File: src/rtl/ysyx_22041207_mdu_pkg.sv
// rtl/ysyx_22041207_mdu_pkg.sv - shared encodings and helpers for the M-extension sequencing controller
//
// Contents:
//   MDU_XLEN, MDU_TIMEOUT_CYCLES  default datapath width and watchdog length
//   MDU_MUL..MDU_REMU             request op encodings (5-7 are reserved)
//   mdu_state_e                   controller state encoding
//   mdu_op_reserved()             true for encodings outside MUL..REMU
package ysyx_22041207_mdu_pkg;

    localparam int MDU_XLEN           = 64;
    localparam int MDU_TIMEOUT_CYCLES = 255;

    localparam logic [2:0] MDU_MUL  = 3'd0;
    localparam logic [2:0] MDU_DIV  = 3'd1;
    localparam logic [2:0] MDU_DIVU = 3'd2;
    localparam logic [2:0] MDU_REM  = 3'd3;
    localparam logic [2:0] MDU_REMU = 3'd4;

    typedef enum logic [1:0] {
        ST_IDLE  = 2'd0,
        ST_ISSUE = 2'd1,
        ST_WAIT  = 2'd2,
        ST_DONE  = 2'd3
    } mdu_state_e;

    function automatic logic mdu_op_reserved(input logic [2:0] op);
        return op > MDU_REMU;
    endfunction

endpackage

File: src/rtl/ysyx_22041207_mdu_fixup.sv
// rtl/ysyx_22041207_mdu_fixup.sv - combinational operand extension, result select and divide fast path
//
// Optional feature macro: MDU_DIVZERO_FAST_EN (divide-by-zero / signed-overflow resolved here).
// Ports:
//   req_op, req_word, req_a, req_b   raw request fields (IDLE-side)
//   op_a, op_b                       operands after RV64 word-op extension
//   fast_hit, fast_data              division resolvable without the divider, and its result
//   cur_op, cur_word                 latched op of the operation in flight
//   mul_res, div_out, remain_out     unit results
//   result                           selected unit result, word-sign-extended when needed
module ysyx_22041207_mdu_fixup
    import ysyx_22041207_mdu_pkg::*;
#(
    parameter int XLEN = MDU_XLEN
) (
    input  logic [2:0]      req_op,
    input  logic            req_word,
    input  logic [XLEN-1:0] req_a,
    input  logic [XLEN-1:0] req_b,
    output logic [XLEN-1:0] op_a,
    output logic [XLEN-1:0] op_b,
    output logic            fast_hit,
    output logic [XLEN-1:0] fast_data,
    input  logic [2:0]      cur_op,
    input  logic            cur_word,
    input  logic [XLEN-1:0] mul_res,
    input  logic [XLEN-1:0] div_out,
    input  logic [XLEN-1:0] remain_out,
    output logic [XLEN-1:0] result
);

    function automatic logic [XLEN-1:0] sext32(input logic [31:0] x);
        return {{(XLEN-32){x[31]}}, x};
    endfunction

    function automatic logic [XLEN-1:0] zext32(input logic [31:0] x);
        return {{(XLEN-32){1'b0}}, x};
    endfunction

    // Signed word ops sign-extend; unsigned word ops and MULW zero-extend.
    always_comb begin
        op_a = req_a;
        op_b = req_b;
        if (req_word) begin
            if (req_op == MDU_DIV || req_op == MDU_REM) begin
                op_a = sext32(req_a[31:0]);
                op_b = sext32(req_b[31:0]);
            end else begin
                op_a = zext32(req_a[31:0]);
                op_b = zext32(req_b[31:0]);
            end
        end
    end

    logic [XLEN-1:0] raw_res;

    always_comb begin
        case (cur_op)
            MDU_DIV, MDU_DIVU: raw_res = div_out;
            MDU_REM, MDU_REMU: raw_res = remain_out;
            default:           raw_res = mul_res;
        endcase
        result = cur_word ? sext32(raw_res[31:0]) : raw_res;
    end

`ifdef MDU_DIVZERO_FAST_EN
    logic            div_op;
    logic            signed_op;
    logic            div_by_zero;
    logic            overflow;
    logic [XLEN-1:0] most_neg;
    logic [XLEN-1:0] fast_raw;

    // Operands are already extended, so the word-op checks reduce to
    // 64-bit compares against the extended most-negative value and -1.
    always_comb begin
        div_op      = (req_op != MDU_MUL) && !mdu_op_reserved(req_op);
        signed_op   = (req_op == MDU_DIV) || (req_op == MDU_REM);
        div_by_zero = (op_b == '0);
        most_neg    = req_word ? {{(XLEN-31){1'b1}}, 31'd0} : {1'b1, {(XLEN-1){1'b0}}};
        overflow    = signed_op && (op_a == most_neg) && (op_b == '1);
        fast_raw    = '0;
        if (div_by_zero) begin
            fast_raw = (req_op == MDU_DIV || req_op == MDU_DIVU) ? '1 : op_a;
        end else if (overflow) begin
            fast_raw = (req_op == MDU_DIV) ? op_a : '0;
        end
        fast_hit  = div_op && (div_by_zero || overflow);
        fast_data = req_word ? sext32(fast_raw[31:0]) : fast_raw;
    end
`else
    assign fast_hit  = 1'b0;
    assign fast_data = '0;
`endif

endmodule

File: src/rtl/ysyx_22041207_mdu_ctrl.sv
// rtl/ysyx_22041207_mdu_ctrl.sv - sequencing controller for the EX-stage multiplier and divider
//
// Optional feature macro: MDU_DIVZERO_FAST_EN (see ysyx_22041207_mdu_fixup).
// Ports:
//   clk, rst                         clock, asynchronous active-low reset
//   flush                            pipeline flush, aborts the operation
//   req_valid/req_ready, req_op, req_word, req_a, req_b     request port
//   resp_valid/resp_ready, resp_data, resp_err              response port
//   mul_valid/mul_ready, mul_out_valid, mul_res             multiplier port
//   div_valid/div_ready, div_sign, div_out_valid, div_out, remain_out   divider port
//   unit_a, unit_b                   extended operands shared by both units
//   unit_flush                       flush to both units (pipeline flush or watchdog)
//   busy                             an operation is in flight
module ysyx_22041207_mdu_ctrl
    import ysyx_22041207_mdu_pkg::*;
#(
    parameter int TIMEOUT_CYCLES = MDU_TIMEOUT_CYCLES,
    parameter int XLEN           = MDU_XLEN
) (
    input  logic            clk,
    input  logic            rst,
    input  logic            flush,
    input  logic            req_valid,
    output logic            req_ready,
    input  logic [2:0]      req_op,
    input  logic            req_word,
    input  logic [XLEN-1:0] req_a,
    input  logic [XLEN-1:0] req_b,
    output logic            resp_valid,
    input  logic            resp_ready,
    output logic [XLEN-1:0] resp_data,
    output logic            resp_err,
    output logic            mul_valid,
    input  logic            mul_ready,
    input  logic            mul_out_valid,
    input  logic [XLEN-1:0] mul_res,
    output logic            div_valid,
    output logic            div_sign,
    input  logic            div_ready,
    input  logic            div_out_valid,
    input  logic [XLEN-1:0] div_out,
    input  logic [XLEN-1:0] remain_out,
    output logic [XLEN-1:0] unit_a,
    output logic [XLEN-1:0] unit_b,
    output logic            unit_flush,
    output logic            busy
);

    localparam logic [7:0] TIMEOUT_LAST = 8'(TIMEOUT_CYCLES - 1);

    mdu_state_e      state_q, state_d;
    logic [2:0]      op_q;
    logic            word_q;
    logic [XLEN-1:0] a_q, b_q;
    logic [7:0]      count_q, count_d;
    logic [XLEN-1:0] data_q, data_d;
    logic            err_q, err_d;
    logic            load_req;
    logic            wd_fire;
    logic            unit_done;

    logic [XLEN-1:0] ext_a, ext_b, fast_data, result;
    logic            fast_hit;

    ysyx_22041207_mdu_fixup #(.XLEN(XLEN)) u_fixup (
        .req_op     (req_op),
        .req_word   (req_word),
        .req_a      (req_a),
        .req_b      (req_b),
        .op_a       (ext_a),
        .op_b       (ext_b),
        .fast_hit   (fast_hit),
        .fast_data  (fast_data),
        .cur_op     (op_q),
        .cur_word   (word_q),
        .mul_res    (mul_res),
        .div_out    (div_out),
        .remain_out (remain_out),
        .result     (result)
    );

    assign unit_done = (op_q == MDU_MUL) ? mul_out_valid : div_out_valid;

    always_comb begin
        state_d    = state_q;
        count_d    = '0;
        data_d     = data_q;
        err_d      = err_q;
        load_req   = 1'b0;
        wd_fire    = 1'b0;
        req_ready  = 1'b0;
        resp_valid = 1'b0;
        mul_valid  = 1'b0;
        div_valid  = 1'b0;
        case (state_q)
            ST_IDLE: begin
                req_ready = !flush;
                if (req_valid && !flush) begin
                    load_req = 1'b1;
                    data_d   = '0;
                    err_d    = 1'b0;
                    if (mdu_op_reserved(req_op)) begin
                        state_d = ST_DONE;
                        err_d   = 1'b1;
                    end else if (fast_hit) begin
                        state_d = ST_DONE;
                        data_d  = fast_data;
                    end else begin
                        state_d = ST_ISSUE;
                    end
                end
            end
            ST_ISSUE: begin
                // Valid is masked during flush so the unit never sees a
                // handshake together with its own flush.
                if (op_q == MDU_MUL) begin
                    mul_valid = !flush;
                    if (mul_ready) state_d = ST_WAIT;
                end else begin
                    div_valid = !flush;
                    if (div_ready) state_d = ST_WAIT;
                end
            end
            ST_WAIT: begin
                count_d = count_q + 8'd1;
                // The watchdog wins over a result arriving on its final cycle.
                if (count_q == TIMEOUT_LAST) begin
                    wd_fire = 1'b1;
                    state_d = ST_DONE;
                    data_d  = '0;
                    err_d   = 1'b1;
                    count_d = '0;
                end else if (unit_done) begin
                    state_d = ST_DONE;
                    data_d  = result;
                    count_d = '0;
                end
            end
            ST_DONE: begin
                resp_valid = 1'b1;
                if (resp_ready) state_d = ST_IDLE;
            end
            default: state_d = ST_IDLE;
        endcase
        if (flush) begin
            state_d  = ST_IDLE;
            count_d  = '0;
            data_d   = data_q;
            err_d    = err_q;
            load_req = 1'b0;
        end
    end

    always_ff @(posedge clk or negedge rst) begin
        if (!rst) begin
            state_q <= ST_IDLE;
            op_q    <= '0;
            word_q  <= 1'b0;
            a_q     <= '0;
            b_q     <= '0;
            count_q <= '0;
            data_q  <= '0;
            err_q   <= 1'b0;
        end else begin
            state_q <= state_d;
            count_q <= count_d;
            data_q  <= data_d;
            err_q   <= err_d;
            if (load_req) begin
                op_q   <= req_op;
                word_q <= req_word;
                a_q    <= ext_a;
                b_q    <= ext_b;
            end
        end
    end

    assign resp_data  = data_q;
    assign resp_err   = err_q;
    assign unit_a     = a_q;
    assign unit_b     = b_q;
    assign div_sign   = (state_q == ST_ISSUE || state_q == ST_WAIT)
                        && (op_q == MDU_DIV || op_q == MDU_REM);
    assign unit_flush = flush | wd_fire;
    assign busy       = (state_q != ST_IDLE);

endmodule

File: config.mk
export PLATFORM = sky130hd
export DESIGN_NAME = ysyx_22041207_mdu_ctrl
export DESIGN_NICKNAME = d
export VERILOG_FILES = /design/src/rtl/ysyx_22041207_mdu_pkg.sv /design/src/rtl/ysyx_22041207_mdu_fixup.sv /design/src/rtl/ysyx_22041207_mdu_ctrl.sv
export SDC_FILE = /design/constraint.sdc
export NUM_CORES = 1
export LEC_CHECK = 0
export ABC_AREA = 1
export ABC_CLOCK_PERIOD_IN_PS = 2300
export CORE_AREA = 2 2 205 207
export DETAILED_ROUTE_END_ITERATION = 16
export DIE_AREA = 0 0 207 209
export GPL_ROUTABILITY_DRIVEN = 0
export HOLD_SLACK_MARGIN = 0.15
export PLACE_DENSITY_LB_ADDON = 0.08
export SLEW_MARGIN = 30
export SYNTH_ARGS = -nofsm -noshare
export SYNTH_HDL_FRONTEND = slang
export SYNTH_SLANG_ARGS = --single-unit
File: constraint.sdc
create_clock -name clk -period 2.3 [get_ports clk]
set_clock_uncertainty 0.1 [all_clocks]
set_input_delay 0.345 -clock clk [delete_from_list [all_inputs] [get_ports clk]]
set_output_delay 0.345 -clock clk [all_outputs]
set_load 0.1 [all_outputs]
==> results of run 1 <==
## stage by stage
| step | cells | cell area [µm²] |
|---|---|---|
| 3_3_place_gp | 2397 | 16100 |
| 3_5_place_dp | 2397 | 16100 |
| 4_1_cts | 2446 | 17000 |
| 2_1_floorplan | 1375 | 10600 |
| 5_1_grt | 2448 | 17000 |
| 6_report | 2449 | 17000 |
## worst paths after layout
check	slack, ns	startpoint	cells past startpoint	end
setup / recovery	0.08	state_q[1]$_DFFE_PN0P_	5	mul_valid
hold / removal	0.21	rst	2	unit_a[26]$_DFFE_PN0P_
setup reg to reg	0.20	op_q[0]$_DFFE_PN0P_	10	resp_data[0]$_DFFE_PN0P_
hold reg to reg	0.37	resp_data[32]$_DFFE_PN0P_	2	resp_data[32]$_DFFE_PN0P_
max in group asynchronous	1.17	rst	3	resp_data[29]$_DFFE_PN0P_
min in group clk	0.24	req_b[2]	3	unit_b[2]$_DFFE_PN0P_
## routing by layer
metal	global-route usage, %	share of wire [%]	up-vias
li1	-	-	5322
met1	24.4	42	4964
met5	0	0.14	-
met2	32.0	46	400
met3	6.76	9.1	62
met4	5.62	2.6	8
## critical path: cells and delay by family (launching register included)
| kind | cells | cell delay, ns |
|---|---|---|
| buffers and inverters | 2 | 0.31 |
| and+or+nand+nor | 2 | 0.32 |
| DFF | 1 | 0.43 |
| adders and majority gates | 1 | 0.18 |
## sequential cells by signal (all words and copies together), names as in the netlist
name / count
state_q: 2
count_q: 8
word_q: 1
unit_a: 64
resp_err: 1
op_q: 3
resp_data: 64
unit_b: 64
## cells in the final DEF (no fill, tap or decap), types with 21 or more instances in the layout
cell and instances:
inv_1 49, nand3_1 111, nor2_1 21, nand4_1 33
clkbuf_16 27, nand2_1 760, nand3_2 60, dfrtp_1 207
clkdlybuf4s50_1 331, buf_4 220
## layout make-up
type                       count  area [µm²]  share of cell area (%)
timing repair buffer         573        5390                    31.6
tap                          539         674                    3.96
clock buffer                  40         825                    4.84
inverter                      58         233                    1.37
clock inverter                 7        85.1                   0.499
antenna                        1        2.50                  0.0147
multi-input combinational   1024        4650                    27.3
sequential                   207        5180                    30.4
## repair_timing
action | CTS | global route
endpoints found under the setup margin | 2 | 4
hold buffers | 1 | 0
hold endpoints to repair | 207 | 0
resized for setup | 2 | 2
cloned | 0 | 0
setup buffers | 1 | 2
pin swaps | 1 | 1
## cell families after synthesis
group	synth area share [%]
xor+xnor	0.259
flops	51.1
compound gates	0.963
simple gates	40.3
fa+ha+maj	0.864
buf+inv	6.51
==> flow_metrics.tcl, run 1 <==
set metrics [dict create \
    grt_setup_unrepaired "true" \
    crit_arrival_ns 1.78 \
    timing.hold.ws_ns 0.212 \
    start_kind "flop" \
    synth_top_cell_by_area "dfrtp_1" \
    root_buffer "clkbuf_16" \
    hold_class "input port to async pin" \
    clk_pin_slew_ns 0.06 \
    grt_max_degree 101 \
    synth-edff-count 0 \
    ys_async_sr_fraction_pct 100 \
    area_growth_syn_to_layout_pct 68.1 \
    grt_first_pass_wirelength_mm 66.7 \
    synth_common_cells "nand2_1 (762), dfrtp_1 (207), nand3_1 (171)" \
    ys.flop_type "dfrtp_1" \
    required_ns 1.86 \
    die_width_um 207 \
    maxCapViolations 0 \
    fp.coreArea_mm2 0.0413 \
    first_iter_violations 616 \
    synth_top_area_share_pct 51.1 \
    overflow 0 \
    antenna_found_initial 5 \
    path_class "flop to output port" \
    cp_slowest_cell "dfrtp_1" \
    crit_fanout 4 \
    setup_violations 0 \
    hold_violations 0 \
    syn_area_per_cell_um2 7.37 \
    drc 0 \
    pre_cts_ws_ns 0.146 \
    grt_usage_pct 19.6 \
    vias 10800 \
    crit_path_max_incr_delay_ns 0.43 \
    yosysSeqAreaShare_pct 51.1 \
    synth-seq-cells 207 \
    firstDrtPassIters 5 \
    nNetsFinal 2230 \
    fin_ws_ns 0.0789 \
    slew_violations 0 \
    tightest_slew_ns 0.580 \
    htreeDepth 1 \
    ant_nets 0 \
    slew_headroom_pct 61.4 \
    cts_sinks 207 \
    place.port_buffers 532 \
    initial_core_util_pct 24.5 \
    synthCells 1375 \
    routed_wl_mm 43.2 \
    cts_buffers 26 \
    synthesis.area_mm2 0.0101 \
    fin_util_pct 41.3 \
    timing.fmax_mhz 450 \
    wl_per_cell_um 17.6 \
    grt_pass1_vias 10900 \
    status "finished clean" \
    fin_crit_sh_pct 96.6 \
    finalSetupTns_ns 0 \
    synthTopCellsByArea "dfrtp_1 (51%), nand2_1 (28%), nand3_1 (8.4%)" \
    pin_count 533 \
    yosysUniqueCellTypes 27 \
    yosysWarnings 0 \
    via_per_inst 4.39 \
    drive_gt1_share_pct 19.4 \
    finalCriticalPeriod_ns 2.22 \
    worstSkewPairLatency_ns 0.53 \
    die_h_um 209 \
    synth_fp_nets 1715 \
    dieArea_mm2 0.0433 \
    num_rows 75 \
    nFillCells 4234 \
    hpwl_mm 31.6 \
    cts_tree "yes" \
    crit_chain "inv_2 > ha_1 > nand2_1 > nor2_1 > buf_12" \
    worstSetupEndpointType "output port" \
    clockBufferDepth 3 \
    synthMostInstantiatedCell "nand2_1" \
]
Power of run 1 is left out: the tool's default activity adds up to more than one toggle a clock period on the data nets, which glitch-free logic cannot reach.
==> inputs of run 2 (changes only) <==
--- a/config.mk
+++ b/config.mk
@@ -13,7 +13,7 @@
 export GPL_ROUTABILITY_DRIVEN = 0
 export HOLD_SLACK_MARGIN = 0.15
 export PLACE_DENSITY_LB_ADDON = 0.08
-export SLEW_MARGIN = 30
+export SLEW_MARGIN = 20
 export SYNTH_ARGS = -nofsm -noshare
 export SYNTH_HDL_FRONTEND = slang
 export SYNTH_SLANG_ARGS = --single-unit
==> constraint.sdc (replaced) <==
create_clock -name clk -period 2.3 [get_ports clk]
set_clock_uncertainty 0.1 [all_clocks]
set_input_delay 0.345 -clock clk [delete_from_list [all_inputs] [get_ports clk]]
set_output_delay 0.345 -clock clk [all_outputs]
set_load 0.02 [all_outputs]
==> flow_metrics.tcl, run 2 (synthesis gave the netlist of run 1 again) <==
set metrics [dict create \
    nNetsFinal 2235 \
    timing.fmax_mhz 450 \
    worstSkewPairLatency_ns 0.53 \
    routed_wl_mm 43.2 \
    power_frac_comb_pct 54.6 \
    antenna_found_initial 6 \
    root_buffer "clkbuf_16" \
    p_seq_share_pct 26.7 \
    pin_count 533 \
    power.switching_mw 9.68 \
    num_rows 75 \
    fin_util_pct 41.4 \
    clockBufferDepth 3 \
    initial_core_util_pct 24.5 \
    power.leakage_nw 8.42 \
    ant_nets 0 \
    slew_violations 0 \
    cp_slowest_cell "dfrtp_1" \
    clkPwrFrac_pct 18.7 \
    cts_tree "yes" \
    dieArea_mm2 0.0433 \
    required_ns 1.86 \
    grt_first_pass_wirelength_mm 66.6 \
    p_int_mw 12.8 \
    vias 10700 \
    fp.coreArea_mm2 0.0413 \
    maxCapViolations 0 \
    slew_headroom_pct 60.2 \
    grt_pass1_vias 11000 \
    grt_setup_unrepaired "true" \
    start_kind "flop" \
    mostFrequentLayoutCells "nand2_1 (762), clkdlybuf4s50_1 (524), dfrtp_1 (207)" \
    clk_pin_slew_ns 0.06 \
    firstDrtPassIters 5 \
    first_iter_violations 732 \
    power.density_mw_per_mm2 1320 \
    fin_area_mm2 0.0171 \
    post_dp_cell_area_mm2 0.0162 \
    cp-startpoint "state_q[1]$_DFFE_PN0P_" \
    die_h_um 209 \
    overflow 0 \
    area_growth_syn_to_layout_pct 68.8 \
    power_mw 22.5 \
    cts_sinks 207 \
    fin_cells 2454 \
    layout_commonest_cell "nand2_1" \
    place.port_buffers 532 \
    antenna-diode-count 0 \
    worstSetupEndpointType "output port" \
    ir_drop_mv 0.597 \
    drive_gt1_share_pct 5.80 \
    via_per_inst 4.36 \
    tightest_slew_ns 0.596 \
    grt_max_degree 75 \
    finalSetupTns_ns 0 \
    dp_cells 2403 \
    hold_class "input port to flop" \
    crit_fanout 4 \
    wl_per_cell_um 17.6 \
    finalCriticalPeriod_ns 2.22 \
    status "finished clean" \
    r2r-start "op_q[1]$_DFFE_PN0P_" \
    crit_chain "inv_1 > ha_2 > inv_2 > nor2_4 > clkdlybuf4s15_2" \
    power_switching_share_pct 43.0 \
    path_class "flop to output port" \
    min_from "req_b[17]" \
    nFillCells 4288 \
    htreeDepth 1 \
    hold_violations 0 \
    hpwl_mm 31.9 \
    fin_crit_sh_pct 96.6 \
    grt_usage_pct 19.5 \
    cts_buffers 26 \
    crit_arrival_ns 1.78 \
    die_width_um 207 \
    drc 0 \
    setup_violations 0 \
    crit_path_max_incr_delay_ns 0.42 \
]
-- run 2: changes by cell type in the layout (fill, tap and decap cells not counted), moves of 3 or more --
cell and change:
buf_12 -7, clkbuf_1 +3, buf_4 -190, nand3_2 -60
nand3_1 +60, clkdlybuf4s50_1 +193, nand2_2 -3
-- run 2: worst paths after layout --
kind / endpoint / slack [ns] / cells after the start
setup / recovery: req_ready / 0.08 / 5
hold / removal: unit_b[17]$_DFFE_PN0P_ / 0.24 / 3
setup reg to reg: resp_data[54]$_DFFE_PN0P_ / 0.23 / 12
hold reg to reg: resp_data[1]$_DFFE_PN0P_ / 0.38 / 2
max in group asynchronous: unit_a[4]$_DFFE_PN0P_ / 1.15 / 3
min in group asynchronous: unit_a[41]$_DFFE_PN0P_ / 0.26 / 2
-- run 2: power by group through the flow --
| stage | clock, mW | sequential, mW | combinational (mW) |
|---|---|---|---|
| 3_5_place_dp | 0 | 6.01 | 12.5 |
| 4_1_cts | 4.37 | 6.03 | 12.5 |
| 5_1_grt | 4.51 | 6.21 | 13.4 |
| 6_report | 4.22 | 6.01 | 12.3 |
| 3_3_place_gp | 0 | 6.02 | 12.5 |
| 2_1_floorplan | 0 | 7.74 | 4.76 |
-- run 2: area by class of cell --
class	instances	area, µm²	share of cell area (%)
Inverter	58	218	1.27
Multi-Input combinational cell	1024	4320	25.2
Timing Repair Buffer	578	5830	34.1
Sequential cell	207	5180	30.3
Tap cell	539	674	3.94
Clock inverter	5	53.8	0.314
Clock buffer	43	836	4.89
-- run 2: repair_timing --
item	CTS	global route
resized for setup	17	8
hold buffers	1	0
hold endpoints to repair	188	0
buffers inserted	0	2
endpoints found under the setup margin	6	9
-- run 2: stage by stage --
step / hold WS [ns] / setup WS, ns
4_1_cts: 0.210 / -0.0207
3_5_place_dp: 0.242 / 0.0894
2_1_floorplan: -0.0506 / 0.280
5_1_grt: 0.226 / -0.0337
6_report: 0.245 / 0.0777
3_3_place_gp: 0.244 / 0.120
-- run 2: critical path: cells and delay by family (launching register included) --
family	cells	cell delay [ns]
buffers and inverters	3	0.46
flip-flops	1	0.42
adder cells (fa/ha/maj)	1	0.24
AND/OR/NAND/NOR	1	0.11
-- run 2: metal layers --
layer / routed length (µm) / up-vias / global-route usage (%)
met4: 655 / 4 / 3.74
met3: 3780 / 48 / 6.64
met2: 20400 / 382 / 32.7
met1: 18400 / 4941 / 24.4
li1: - / 5325 / -
met5: 26 / - / 0
No activity file was read; power rests on OpenSTA's default activity.
